## config.mk

```make
export PLATFORM = sky130hd
export DESIGN_NAME = fifo_ctrl
export DESIGN_NICKNAME = d
export VERILOG_FILES = /design/src/rtl/fifo_pkg.sv /design/src/rtl/fifo_ctrl_ram.sv /design/src/rtl/fifo_ctrl.sv
export SDC_FILE = /design/constraint.sdc
export NUM_CORES = 1
export LEC_CHECK = 0
export ABC_AREA = 1
export BUFFER_PORTS_ARGS = -buffer_cell sky130_fd_sc_hd__buf_2
export CORE_MARGIN = 1.5
export CORE_UTILIZATION = 58
export DETAILED_ROUTE_END_ITERATION = 16
export PLACE_DENSITY = 0.78
export SYNTH_ARGS = -nofsm -noshare
export SYNTH_HDL_FRONTEND = slang
export SYNTH_SLANG_ARGS = --single-unit
```

## constraint.sdc

```tcl
create_clock -name clk -period 2.2 [get_ports clk]
set_clock_uncertainty 0.05 [all_clocks]
set_input_delay 0.22 -clock clk [delete_from_list [all_inputs] [get_ports clk]]
set_output_delay 0.22 -clock clk [all_outputs]
set_load 0.005 [all_outputs]
```

## src/rtl/fifo_pkg.sv

```systemverilog
// ---------------------------------------------------------------------------
// fifo_pkg
//   Shared defaults for the switch queue stages: word width, pointer width,
//   almost-full / almost-empty thresholds and the derived queue depth. Every
//   stage imports this package so that all of them agree on the geometry.
//   Also provides a helper that validates a threshold set against a depth.
// ---------------------------------------------------------------------------
package fifo_pkg;

    localparam int FIFO_WORD_SIZE       = 4;
    localparam int FIFO_ADDR_SIZE       = 3;
    localparam int FIFO_ALMOST_FULL_TH  = 6;
    localparam int FIFO_ALMOST_EMPTY_TH = 2;
    localparam int FIFO_DEPTH           = 2 ** FIFO_ADDR_SIZE;

    // A legal threshold set satisfies 0 < almost_empty < almost_full <= depth.
    function automatic bit thresholds_ok(input int almost_empty_th,
                                         input int almost_full_th,
                                         input int depth);
        return (almost_empty_th > 0) &&
               (almost_empty_th < almost_full_th) &&
               (almost_full_th <= depth);
    endfunction

endpackage : fifo_pkg

```

## src/rtl/fifo_ctrl_ram.sv

```systemverilog
// ---------------------------------------------------------------------------
// RAM_memory
//   Storage for one FIFO queue: 2**DATA_SIZE words of MAIN_QUEUE_SIZE bits,
//   one write port and one registered read port.
//   A write and a read of the same address in one cycle returns the old word.
// Ports
//   clk       in   clock, posedge
//   reset_L   in   synchronous active-low reset of the read register only
//   wr_en     in   write data_in to mem[wr_addr]
//   rd_en     in   load mem[rd_addr] into data_out
//   wr_addr   in   write address
//   rd_addr   in   read address
//   data_in   in   write word
//   data_out  out  registered read word, holds while rd_en=0
// ---------------------------------------------------------------------------
module RAM_memory #(
    parameter int MAIN_QUEUE_SIZE = 4,   // word width
    parameter int DATA_SIZE       = 3    // address width
) (
    input  logic                       clk,
    input  logic                       reset_L,
    input  logic                       wr_en,
    input  logic                       rd_en,
    input  logic [DATA_SIZE-1:0]       wr_addr,
    input  logic [DATA_SIZE-1:0]       rd_addr,
    input  logic [MAIN_QUEUE_SIZE-1:0] data_in,
    output logic [MAIN_QUEUE_SIZE-1:0] data_out
);

    logic [MAIN_QUEUE_SIZE-1:0] mem_q [2**DATA_SIZE];
    logic [MAIN_QUEUE_SIZE-1:0] data_out_q;

    // NOTE: the storage array has no reset on purpose; clearing it would turn
    // the array into flops and nothing ever reads a word before it is written.
    always_ff @(posedge clk) begin
        if (wr_en) begin
            mem_q[wr_addr] <= data_in;
        end
    end

    // NOTE: non-blocking assignments here mean a same-cycle read sees the word
    // stored before this edge, which is exactly the full push+pop behaviour.
    always_ff @(posedge clk) begin
        if (!reset_L) begin
            data_out_q <= '0;
        end else if (rd_en) begin
            data_out_q <= mem_q[rd_addr];
        end
    end

    assign data_out = data_out_q;

endmodule : RAM_memory

```

## src/rtl/fifo_ctrl.sv

```systemverilog
// ---------------------------------------------------------------------------
// fifo_ctrl
//   Synchronous FIFO controller in front of one RAM_memory instance. Accepts
//   push/pop requests, drives the RAM enables and pointers, and produces
//   registered status flags coherent with the registered occupancy.
// Ports
//   clk           in   clock, posedge
//   reset         in   synchronous active-high reset
//   push          in   write request, data_in sampled in the same cycle
//   pop           in   read request
//   data_in       in   word to enqueue
//   data_out      out  dequeued word, valid with valid_out
//   valid_out     out  data_out holds the word popped in the previous cycle
//   full          out  count == depth
//   empty         out  count == 0
//   almost_full   out  count >= ALMOST_FULL_TH
//   almost_empty  out  0 < count <= ALMOST_EMPTY_TH
//   count         out  occupancy, 0..depth
//   error         out  sticky, set by any rejected push or pop
// ---------------------------------------------------------------------------
module fifo_ctrl
    import fifo_pkg::*;
#(
    parameter int WORD_SIZE       = FIFO_WORD_SIZE,
    parameter int ADDR_SIZE       = FIFO_ADDR_SIZE,
    parameter int ALMOST_FULL_TH  = FIFO_ALMOST_FULL_TH,
    parameter int ALMOST_EMPTY_TH = FIFO_ALMOST_EMPTY_TH
) (
    input  logic                 clk,
    input  logic                 reset,
    input  logic                 push,
    input  logic                 pop,
    input  logic [WORD_SIZE-1:0] data_in,
    output logic [WORD_SIZE-1:0] data_out,
    output logic                 valid_out,
    output logic                 full,
    output logic                 empty,
    output logic                 almost_full,
    output logic                 almost_empty,
    output logic [ADDR_SIZE:0]   count,
    output logic                 error
);

    localparam int CNT_W = ADDR_SIZE + 1;
    localparam int DEPTH = 2 ** ADDR_SIZE;

    if (!thresholds_ok(ALMOST_EMPTY_TH, ALMOST_FULL_TH, DEPTH)) begin : g_bad_thresholds
        $error("fifo_ctrl: thresholds must satisfy 0 < ALMOST_EMPTY_TH < ALMOST_FULL_TH <= 2**ADDR_SIZE");
    end

    logic [ADDR_SIZE-1:0] wr_ptr_q, wr_ptr_d;
    logic [ADDR_SIZE-1:0] rd_ptr_q, rd_ptr_d;
    logic [CNT_W-1:0]     count_q, count_d;
    logic                 full_q, full_d;
    logic                 empty_q, empty_d;
    logic                 almost_full_q, almost_full_d;
    logic                 almost_empty_q, almost_empty_d;
    logic                 error_q, error_d;
    logic                 valid_q;
    logic                 wr_en, rd_en;

    // A pop frees a slot in the same cycle, so a full queue still takes a push
    // when it is paired with a pop. An empty queue never forwards a push.
    assign wr_en = push && (!full_q || pop);
    assign rd_en = pop && !empty_q;

    // NOTE: every variable gets a value on every path through this block, so
    // no latch is inferred.
    always_comb begin
        wr_ptr_d = wr_ptr_q + ADDR_SIZE'(wr_en);
        rd_ptr_d = rd_ptr_q + ADDR_SIZE'(rd_en);
        count_d  = count_q + CNT_W'(wr_en) - CNT_W'(rd_en);

        // Flags come from the next count so they flip in the same cycle as count.
        full_d         = (count_d == CNT_W'(DEPTH));
        empty_d        = (count_d == '0);
        almost_full_d  = (count_d >= CNT_W'(ALMOST_FULL_TH));
        almost_empty_d = (count_d != '0) && (count_d <= CNT_W'(ALMOST_EMPTY_TH));

        error_d = error_q || (push && !wr_en) || (pop && !rd_en);
    end

    always_ff @(posedge clk) begin
        if (reset) begin
            wr_ptr_q       <= '0;
            rd_ptr_q       <= '0;
            count_q        <= '0;
            full_q         <= 1'b0;
            empty_q        <= 1'b1;
            almost_full_q  <= 1'b0;
            almost_empty_q <= 1'b0;
            error_q        <= 1'b0;
            valid_q        <= 1'b0;
        end else begin
            wr_ptr_q       <= wr_ptr_d;
            rd_ptr_q       <= rd_ptr_d;
            count_q        <= count_d;
            full_q         <= full_d;
            empty_q        <= empty_d;
            almost_full_q  <= almost_full_d;
            almost_empty_q <= almost_empty_d;
            error_q        <= error_d;
            valid_q        <= rd_en;
        end
    end

    RAM_memory #(
        .MAIN_QUEUE_SIZE (WORD_SIZE),
        .DATA_SIZE       (ADDR_SIZE)
    ) u_ram (
        .clk      (clk),
        .reset_L  (~reset),
        .wr_en    (wr_en),
        .rd_en    (rd_en),
        .wr_addr  (wr_ptr_q),
        .rd_addr  (rd_ptr_q),
        .data_in  (data_in),
        .data_out (data_out)
    );

    assign valid_out    = valid_q;
    assign full         = full_q;
    assign empty        = empty_q;
    assign almost_full  = almost_full_q;
    assign almost_empty = almost_empty_q;
    assign count        = count_q;
    assign error        = error_q;

endmodule : fifo_ctrl
```

==> flow_metrics.py <==
metrics = {
    "power": {
        "sw_frac_of_total": 0.3266,
        "ir_worst_vdd_mv": 0.6385,
        "net-switching-power_mw": 0.8934,
        "pwr_density_cell_nw_per_um2": 1085,
        "p_clk_frac": 0.236,
        "p_leak_nw": 1.188,
        "power_frac_seq": 0.454,
        "power_frac_comb": 0.310,
        "intPower_mw": 1.842,
    },
    "hold_path": {
        "worst_hold_startpoint": "push",
        "hold_class": "in -> reg",
    },
    "sta": {
        "finalMaxSlewViolations": 0,
        "grt_setup_unrepaired": "false",
        "setup_tns_ns": 0,
        "maxSlewHeadroom": 0.7107,
        "hold_violations": 0,
        "finalCriticalPeriod_ns": 2.071,
        "post-route-period-util": 0.9414,
        "clock.fmax_ghz": 0.4828,
        "tightest_slew_ns": 0.4324,
        "setup_viol": 0,
    },
    "detailed_routing": {
        "wirelength_um": 3986,
        "drc": 0,
        "firstDrtPassIters": 4,
        "drtIter0Drc": 108,
        "via_count": 1548,
        "antenna_left": 0,
        "viasPerCell": 4.930,
        "routedWlPerCell_um": 12.69,
    },
    "cts": {
        "cts_root_buf": "clkbuf_8",
        "clk_latency_ns": 0.30,
        "cts_sinks": 52,
        "cts_made_buffers": 5,
        "cts.hold.buffers_added": 0,
        "cts_tree": "built",
        "cts_setup_buffers": 0,
        "cts.path.max_buffers": 2,
        "clkTransAtPathRegs_ns": 0.09,
        "htree_levels": 2,
    },
    "worst_setup_path": {
        "r2r-start": "full$_SDFF_PP0_",
        "crit_fanout": 3,
        "worst-path-buf-inv": 2,
        "crit_path_start_kind": "register",
        "critical_path_arrival_ns": 2.23,
        "path_class": "reg -> reg",
        "crit_path_max_incr_delay_ns": 0.42,
        "worst-endpoint-required_ns": 2.36,
        "cp-end-kind": "register",
        "crit_chain": "nand2_1 > nand2_1 > ha_1 > inv_1 > ha_1 > fa_1 > xnor2_2 > nand3_1 > nand4_1 > inv_1",
        "cpMaxStageDelayCell": "fa_1",
        "crit_start": "full$_SDFF_PP0_",
        "cpLargestDelayFamily": "adder cells",
    },
    "synthesis": {
        "yosysSeqAreaShare": 0.6024,
        "async_reset_ff_frac": 0,
        "synth.area.top_cells": "edfxtp_1, dfxtp_1, inv_1",
        "yosysMostFrequentCell": "inv_1",
        "ys_seq_elements": 52,
        "synth_fp_nets": 257,
        "synth_commonest_cells": "inv_1, nand2_1, edfxtp_1",
        "yosysTopAreaCellShare": 0.4252,
        "synth_largest_area_cell": "edfxtp_1",
        "synth_flop_cell": "edfxtp_1",
        "syn_inst": 240,
        "ys_types": 22,
        "avgSynthCellArea_um2": 9.415,
        "syn_area_um2": 2260,
        "synth-edff-count": 32,
        "yosysWarnings": 0,
    },
    "flow_run": {
        "cap_violations": 0,
    },
    "layout": {
        "multi_input_area_um2": 658.1,
        "ff_latch_area_um2": 1363,
        "final_nets": 282,
        "num_antenna_cells": 0,
        "final_core_util": 0.6835,
        "drive_above_1_share": 0.1466,
        "syn2layout_area_growth_pct": 11.57,
        "finalInstanceArea_um2": 2521,
        "n_fill_cell": 305,
        "instances_no_fill": 314,
    },
    "global_routing": {
        "grt_antenna_before_repair": 0,
        "grt.total_usage": 0.2078,
        "grt_pass1_vias": 1423,
        "grt_pass1_wl_um": 6527,
        "grt-ovfl-total": 0,
        "grt_max_degree": 19,
    },
    "floorplan": {
        "num_rows": 22,
        "die_w_um": 65.42,
        "initial_core_util": 0.6126,
        "ioPinCount": 22,
        "core_area_um2": 3689,
        "dieArea_um2": 4279,
        "die_h_um": 65.42,
    },
    "place": {
        "io_buffers": 21,
        "post_dp_cell_area_um2": 2401,
        "routabilityCongestion": 0.8314,
        "dp.cells": 306,
        "dp.final_hpwl_um": 2767,
    },
    "run_status": {
        "status": "complete, no violations",
    },
}
[power groups by stage]
stage          logic [mW]  clock network [mW]  registers [mW]
3_5_place_dp        0.803                   0            1.26
2_1_floorplan       0.588                   0            1.26
4_1_cts             0.810               0.652            1.24
5_1_grt             0.968               0.692            1.26
3_3_place_gp        0.792                   0            1.26
6_report            0.848               0.646            1.24
[metrics by stage]
step	hold WS, ns	worst slack, ns	power, mW
final	0.1486	0.1289	2.735
after global routing	0.1588	0.01554	2.916
after CTS	0.1501	0.1248	2.703
after detailed placement	0.4591	0.1024	2.065
after global placement	0.4457	0.1637	2.051
after floorplan	0.2432	0.2284	1.849
[cell families after synthesis]
| kind of cell | share of synthesized area |
|---|---|
| AOI/OAI and AO/OA | 0.02657 |
| xor gates and xnor gates | 0.01163 |
| adders and majority gates | 0.05316 |
| buffers and inverters | 0.1096 |
| DFF | 0.6024 |
| and+or+nand+nor | 0.1966 |
[area by class of cell]
type,instances,share of cell area
clock buffer,5,0.02730
clock inverter,3,0.01687
inverter,55,0.08288
multi-input combinational,128,0.2610
sequential,52,0.5404
tap,48,0.02382
timing repair buffer,23,0.04764
[flip-flops by register name, indices dropped and copies added, names as in the netlist]
signal and flops:
almost_empty 1, wr_ptr_q 3, u_ram.mem_q 32, almost_full 1, count 4, valid_out 1, rd_ptr_q 3, error 1
full 1, u_ram.data_out 4, empty 1
[worst paths after layout]
kind,endpoint,slack [ns],cells past startpoint
max reg2reg,almost_empty$_SDFF_PP0_,0.13,10
min,error$_SDFF_PP0_,0.15,3
min reg2reg,valid_out$_SDFF_PP0_,0.42,1
max,almost_empty$_SDFF_PP0_,0.13,10
[layer usage]
layer  wire (um)  up-vias  GRT usage
met5           0        -          0
met4          40        0    0.07813
met3         215        4    0.04623
met2        1896       45     0.3380
met1        1833      702     0.2737
li1            -      797          -
[timing repair]
item	in CTS	in global routing
hold endpoints to repair	0	0
gates resized for setup	0	3
setup endpoints to repair	0	2
[worst reg2reg max path, stage by stage (launching register included)]
cell and delay (ns):
dfxtp_1 0.33, nand2_1 0.06, nand2_1 0.07, ha_1 0.28, inv_1 0.04, ha_1 0.20, fa_1 0.43, xnor2_2 0.21
nand3_1 0.15, nand4_1 0.12, inv_1 0.04
[placed cells by master, fill, tap and decap left out, drive strengths merged]
master and count:
a21oi 7, and2 1, buf 23, bufinv 1
clkbuf 5, clkinv 1, clkinvlp 1, dfxtp 20
edfxtp 32, fa 1, ha 8, inv 55
nand2 52, nand3 28, nand4 1, nor2 20
nor3 1, o21ai 5, or2 1, xnor2 3
(Power assumes the default switching activity.)
